$ cat config.mk
export PLATFORM = sky130hd
export DESIGN_NAME = booth_mult_scheduler_flat
export DESIGN_NICKNAME = d
export VERILOG_FILES = /design/src/rtl/booth_mult_scheduler_if.sv /design/src/rtl/booth_mult_scheduler.sv /design/src/flat_wrapper.sv
export SDC_FILE = /design/constraint.sdc
export NUM_CORES = 1
export LEC_CHECK = 0
export BUFFER_PORTS_ARGS = -buffer_cell sky130_fd_sc_hd__buf_4
export CAP_MARGIN = 10
export CORE_UTILIZATION = 48
export DETAILED_ROUTE_END_ITERATION = 8
export PLACE_DENSITY = 0.8
export SYNTH_ARGS = -nofsm -noshare
export SYNTH_HDL_FRONTEND = slang
export SYNTH_SLANG_ARGS = --single-unit
$ cat constraint.sdc
create_clock -name clk -period 2.2 [get_ports clk]
set_input_delay 0.11 -clock clk [delete_from_list [all_inputs] [get_ports clk]]
set_output_delay 0.11 -clock clk [all_outputs]
set_load 0.05 [all_outputs]
$ cat src/rtl/booth_mult_scheduler_if.sv
// Bundle of request, response and multiplier signals for the shared Booth multiplier scheduler.
// The slave side is the scheduler; the master side is the client/multiplier environment.
interface booth_mult_scheduler_if #(
    parameter int N = 4,
    parameter int W = 4
);
    localparam int IDW = $clog2(N);

    logic [N-1:0]     req_valid;
    logic [N-1:0]     req_ready;
    logic [N*W-1:0]   req_a;
    logic [N*W-1:0]   req_b;
    logic             rsp_valid;
    logic             rsp_ready;
    logic [IDW-1:0]   rsp_id;
    logic [2*W-1:0]   rsp_p;
    logic             rsp_err;
    logic             mul_start;
    logic [W-1:0]     mul_a;
    logic [W-1:0]     mul_b;
    logic [2*W-1:0]   mul_p;
    logic             mul_ready;

    modport slave (
        input  req_valid, req_a, req_b, rsp_ready, mul_p, mul_ready,
        output req_ready, rsp_valid, rsp_id, rsp_p, rsp_err, mul_start, mul_a, mul_b
    );

    modport master (
        output req_valid, req_a, req_b, rsp_ready, mul_p, mul_ready,
        input  req_ready, rsp_valid, rsp_id, rsp_p, rsp_err, mul_start, mul_a, mul_b
    );
endinterface

$ cat src/rtl/booth_mult_scheduler.sv
// Round-robin scheduler sharing one external start/ready Booth multiplier among N requesters,
// returning each product (or a timeout error) tagged with the requester id.
module booth_mult_scheduler #(
    parameter int N       = 4,
    parameter int W       = 4,
    parameter int TIMEOUT = 32
) (
    input  logic                   clk,
    input  logic                   reset,
    booth_mult_scheduler_if.slave  bus
);
    localparam int IDW = $clog2(N);
    localparam int CW  = $clog2(TIMEOUT);

    typedef enum logic [2:0] {S_IDLE, S_ISSUE, S_GUARD, S_WAIT, S_RESP} state_t;

    state_t              state_q;
    logic [IDW-1:0]      ptr_q;
    logic [IDW-1:0]      id_q;
    logic [CW-1:0]       cnt_q;
    logic [W-1:0]        mul_a_q;
    logic [W-1:0]        mul_b_q;
    logic                mul_start_q;
    logic                rsp_valid_q;
    logic [2*W-1:0]      rsp_p_q;
    logic                rsp_err_q;

    logic [N-1:0][W-1:0] a_arr;
    logic [N-1:0][W-1:0] b_arr;
    logic [N-1:0]        gnt_d;
    logic [IDW-1:0]      win_d;
    logic [IDW-1:0]      idx_d;
    logic                found_d;

    for (genvar i = 0; i < N; i++) begin : g_unpack
        assign a_arr[i] = bus.req_a[i*W +: W];
        assign b_arr[i] = bus.req_b[i*W +: W];
    end

    // Scan from the requester after the last winner; only ever grants while idle.
    always_comb begin
        gnt_d   = '0;
        win_d   = '0;
        idx_d   = '0;
        found_d = 1'b0;
        if (state_q == S_IDLE) begin
            for (int k = 1; k <= N; k++) begin
                idx_d = IDW'((int'(ptr_q) + k) % N);
                if (!found_d && bus.req_valid[idx_d]) begin
                    found_d = 1'b1;
                    win_d   = idx_d;
                end
            end
            if (found_d) gnt_d[win_d] = 1'b1;
        end
    end

    always_ff @(posedge clk or negedge reset) begin
        if (!reset) begin
            state_q     <= S_IDLE;
            ptr_q       <= IDW'(N - 1);
            id_q        <= '0;
            cnt_q       <= '0;
            mul_a_q     <= '0;
            mul_b_q     <= '0;
            mul_start_q <= 1'b0;
            rsp_valid_q <= 1'b0;
            rsp_p_q     <= '0;
            rsp_err_q   <= 1'b0;
        end else begin
            mul_start_q <= 1'b0;
            case (state_q)
                S_IDLE: if (found_d) begin
                    mul_a_q     <= a_arr[win_d];
                    mul_b_q     <= b_arr[win_d];
                    id_q        <= win_d;
                    ptr_q       <= win_d;
                    mul_start_q <= 1'b1;
                    state_q     <= S_ISSUE;
                end
                S_ISSUE: state_q <= S_GUARD;
                // Multiplier may still show ready from the previous job here.
                S_GUARD: begin
                    cnt_q   <= '0;
                    state_q <= S_WAIT;
                end
                S_WAIT: begin
                    if (bus.mul_ready) begin
                        rsp_p_q     <= bus.mul_p;
                        rsp_err_q   <= 1'b0;
                        rsp_valid_q <= 1'b1;
                        state_q     <= S_RESP;
                    end else if (cnt_q == CW'(TIMEOUT - 2)) begin
                        rsp_p_q     <= '0;
                        rsp_err_q   <= 1'b1;
                        rsp_valid_q <= 1'b1;
                        state_q     <= S_RESP;
                    end else begin
                        cnt_q <= cnt_q + CW'(1);
                    end
                end
                S_RESP: if (bus.rsp_ready) begin
                    rsp_valid_q <= 1'b0;
                    state_q     <= S_IDLE;
                end
                default: state_q <= S_IDLE;
            endcase
        end
    end

    assign bus.req_ready = gnt_d;
    assign bus.rsp_valid = rsp_valid_q;
    assign bus.rsp_id    = id_q;
    assign bus.rsp_p     = rsp_p_q;
    assign bus.rsp_err   = rsp_err_q;
    assign bus.mul_start = mul_start_q;
    assign bus.mul_a     = mul_a_q;
    assign bus.mul_b     = mul_b_q;
endmodule

$ cat src/flat_wrapper.sv
// flat-port wrapper written by rule: the top's interface ports become plain ports
module booth_mult_scheduler_flat 
#(
    parameter int N       = 4,
    parameter int W       = 4,
    parameter int TIMEOUT = 32
)
  (clk, reset, bus_req_valid, bus_req_a, bus_req_b, bus_rsp_ready, bus_mul_p, bus_mul_ready, bus_req_ready, bus_rsp_valid, bus_rsp_id, bus_rsp_p, bus_rsp_err, bus_mul_start, bus_mul_a, bus_mul_b);
  booth_mult_scheduler_if #(.N(N), .W(W)) bus_i ();
  input  logic clk;
  input  logic reset;
  input wire logic [$bits(bus_i.req_valid)-1:0] bus_req_valid;
  input wire logic [$bits(bus_i.req_a)-1:0] bus_req_a;
  input wire logic [$bits(bus_i.req_b)-1:0] bus_req_b;
  input wire logic [$bits(bus_i.rsp_ready)-1:0] bus_rsp_ready;
  input wire logic [$bits(bus_i.mul_p)-1:0] bus_mul_p;
  input wire logic [$bits(bus_i.mul_ready)-1:0] bus_mul_ready;
  output wire logic [$bits(bus_i.req_ready)-1:0] bus_req_ready;
  output wire logic [$bits(bus_i.rsp_valid)-1:0] bus_rsp_valid;
  output wire logic [$bits(bus_i.rsp_id)-1:0] bus_rsp_id;
  output wire logic [$bits(bus_i.rsp_p)-1:0] bus_rsp_p;
  output wire logic [$bits(bus_i.rsp_err)-1:0] bus_rsp_err;
  output wire logic [$bits(bus_i.mul_start)-1:0] bus_mul_start;
  output wire logic [$bits(bus_i.mul_a)-1:0] bus_mul_a;
  output wire logic [$bits(bus_i.mul_b)-1:0] bus_mul_b;
  assign bus_i.req_valid = bus_req_valid;
  assign bus_i.req_a = bus_req_a;
  assign bus_i.req_b = bus_req_b;
  assign bus_i.rsp_ready = bus_rsp_ready;
  assign bus_i.mul_p = bus_mul_p;
  assign bus_i.mul_ready = bus_mul_ready;
  assign bus_req_ready = bus_i.req_ready;
  assign bus_rsp_valid = bus_i.rsp_valid;
  assign bus_rsp_id = bus_i.rsp_id;
  assign bus_rsp_p = bus_i.rsp_p;
  assign bus_rsp_err = bus_i.rsp_err;
  assign bus_mul_start = bus_i.mul_start;
  assign bus_mul_a = bus_i.mul_a;
  assign bus_mul_b = bus_i.mul_b;
  booth_mult_scheduler #(.N(N), .W(W), .TIMEOUT(TIMEOUT)) u_core (.clk(clk), .reset(reset), .bus(bus_i));
endmodule
==> metrics.txt <==
outcome=complete, no violations; fraction of registers with async set/reset=1.00; final setup violation count=0; slowest stage delay, CP=0.44 ns; Fin Clk Skew=0.00332 ns; Lkg Pwr=1.21 nW; die height=62.9 microns; Area contributors post-synth=dfrtp_1 (41%), a22o_1 (6.4%), o211ai_2 (5.6%), mux2i_1 (5.1%), nand3_1 (5.1%); Finished Layout Cells=295; syn nets=222; first-pass GRT wire length=6860 microns; Sw Pwr=0.00164 W; final instance area=0.00246 sq mm; Yosys reg bits=31; H-tree depth=2; fin crit share=0.921; Routed Antenna Nets=0; Vias/cell=5.25; Peak Freq=494 MHz; top-area cell type share of the netlist area=0.407; root buf cell=clkbuf_8; Worst R2R Start=u_core.cnt_q[0]; ys flop type=dfrtp_1; reg2reg path depth=6; combinational power share=0.576; Initial Utilization=0.518; via count=1548; Num CTS Buffers=5; Post-synth EDFFs=0; sequential power share=0.293; Tightest Hold Check Type=in -> reg; min Tclk post-route=2.03 ns; CP bufs+invs=2; die area=0.00396 sq mm; PD cells=1400 mW/mm^2; # nets final=298; Worst Hold Depth=2; Layout fillers=270; detailed-route wire length=3990 microns; crit path launch type=flip-flop; share of cells above drive strength 1=0.446; num ports=73; min-delay src=bus_rsp_ready; pre-CTS setup slack=0.354 ns; CTS tree=yes; Cells after DPL=286; Post-Synthesis Cells=172; clock-pin slew on the worst setup and hold paths=0.06 ns; final weighted congestion in routability-driven placement=0.800; total track usage=0.222; most common cell after layout, fill and taps aside=buf_4; CP Cell Sequence=nor3_4 > nand2_4 > inv_4 > nand2b_2 > nor2_1 > buf_4; count of final max-slew check failures=0; largest net degree at the start of global routing=32; Yosys top cell by area=dfrtp_1; Yosys warnings=0; slew margin rel.=0.673; Worst-Margin Slew=0.485 ns; critical path startpoint=u_core.state_q[2]; WL per Instance=13.5 microns; Critical Path End Type=output pin; CP top delay family=simple AND/OR/NAND/NOR gates; CP max stage cell=dfrtp_1; Residual DRC=0; Syn-to-layout area delta=37.9%; dpl hpwl=3040 microns; RSZ-0062 raised after global routing=false; vias in the first global route=1536; worst skew pair latency=0.27 ns; CP Class=reg -> out; DRT iter0 DRCs=54; post-CTS setup buffers=0; grt ovf=0; Worst Path Required=2.09 ns; Pint=0.00179 W; post-synth cell types=38; std cell rows=21; setup TNS=0 ns; chip width=62.9 microns; sw frac=0.478; worst vdd rail ir drop=1060 uV; Clk pwr share=0.131; Critical Path Fanout Max=19; Buffers on Ports=72; RR Endpoint=u_core.cnt_q[4]; # diodes=0; Mean Syn Cell Area=10.4 sq um; Seq/Total Area, Yosys=0.437; clock sink total=31; drt pass-1 iters=4; Core ar.=0.00344 sq mm; Area after DPL=0.00235 sq mm; r2r setup slk=0.39 ns; final hold viol count=0; Hold Path End=u_core.state_q[2]; most frequent cells in the layout=buf_4 (75), dfrtp_1 (29), nand2_1 (23); max-cap viol count=0; final worst-path setup slack=0.174 ns; clock buffer depth=2; initial antenna violation count=0; Mapped Area=0.00178 sq mm; Critical Path AT=1.92 ns
==> metrics by stage <==
| stage | hold slack [ns] | util | total power [W] |
|---|---|---|---|
| 6_report | 0.0193 | 0.714 | 0.00343 |
| 5_1_grt | 0.0281 | 0.714 | 0.00364 |
| 4_1_cts | 0.0170 | 0.712 | 0.00344 |
| 3_5_place_dp | 0.0668 | 0.683 | 0.00299 |
| 3_3_place_gp | 0.0605 | 0.683 | 0.00296 |
| 2_1_floorplan | -0.186 | - | 0.00247 |
==> state kept, by name, indices dropped and copies added, names as in the netlist <==
register and count:
u_core.bus.rsp_valid 1, u_core.bus.mul_b 4, u_core.bus.rsp_err 1, u_core.bus.mul_start 1
u_core.ptr_q 2, u_core.cnt_q 5, u_core.bus.rsp_id 2, u_core.bus.mul_a 4
u_core.state_q 3, u_core.bus.rsp_p 8
==> cells by family after synthesis <==
kind of cell	count (synthesis)	share of synthesized area
adder cells (fa/ha/maj)	2	0.0140
AO/OA/AOI/OAI	40	0.205
multiplexers	17	0.101
flip-flops	31	0.437
AND/OR/NAND/NOR	69	0.197
buffers and inverters	13	0.0456
==> timing repair <==
action	in CTS	in global routing
hold endpoints to repair	29	0
gates resized for setup	0	2
endpoints found under the setup margin	0	2
hold buffers	1	0
==> layer usage <==
layer  share of wire  vias up  global-route usage
li1                -      776                   -
met1            0.45      726               0.281
met2            0.50       42               0.376
met3           0.038        4              0.0365
met4           0.011        0              0.0843
met5               0        -                   0
==> cell type report <==
cell class              instances  area, sq um  share of cell area
clock buffers                   7         86.3              0.0351
multi-input cells             128          925               0.376
inverters                       5         21.3             0.00866
flip-flops and latches         31          778               0.317
well taps                      46         57.6              0.0234
clock inverters                 1         5.00             0.00204
repair buffers                 77          584               0.238
==> worst max path at each step <==
| stage | depth (start not counted) | end | slack, ns |
|---|---|---|---|
| after floorplan | 5 | bus_req_ready[1] | 0.23 |
| after global placement | 6 | u_core.bus.mul_a[1] | 0.36 |
| after detailed placement | 6 | bus_req_ready[0] | 0.35 |
| after CTS | 6 | bus_req_ready[0] | 0.05 |
| after global routing | 6 | bus_req_ready[2] | 0.04 |
| final | 6 | bus_req_ready[0] | 0.17 |
==> Yosys cell counts (2+ instances only) <==
library cell / count
nor2_1: 10
a22o_1: 13
mux2i_1: 9
o21ai_0: 5
inv_1: 4
nand3_1: 18
a21o_1: 5
ha_1: 2
mux2_2: 8
o41ai_1: 2
buf_2: 3
dfstp_2: 2
nand2_1: 23
nor3_1: 2
o211ai_2: 8
buf_6: 3
dfrtp_1: 29
and2_1: 2
a21oi_1: 2
nand2b_1: 4
==> power groups by stage <==
stage | combinational, W | clock (W) | sequential (W)
final | 0.00198 | 0.000451 | 0.00101
after detailed placement | 0.00198 | 0 | 0.00101
after floorplan | 0.000939 | 0 | 0.00153
after global placement | 0.00194 | 0 | 0.00102
after global routing | 0.00211 | 0.000483 | 0.00104
after CTS | 0.00198 | 0.000458 | 0.00101
==> worst reg2reg max path, cell delays in order (launching register included) <==
cell and delay, ns:
dfrtp_1 0.43, inv_1 0.06, ha_1 0.20, a41oi_1 0.45
nand4_1 0.18, a21o_1 0.20, a22o_1 0.17
Power figures use the tool's default switching activity.
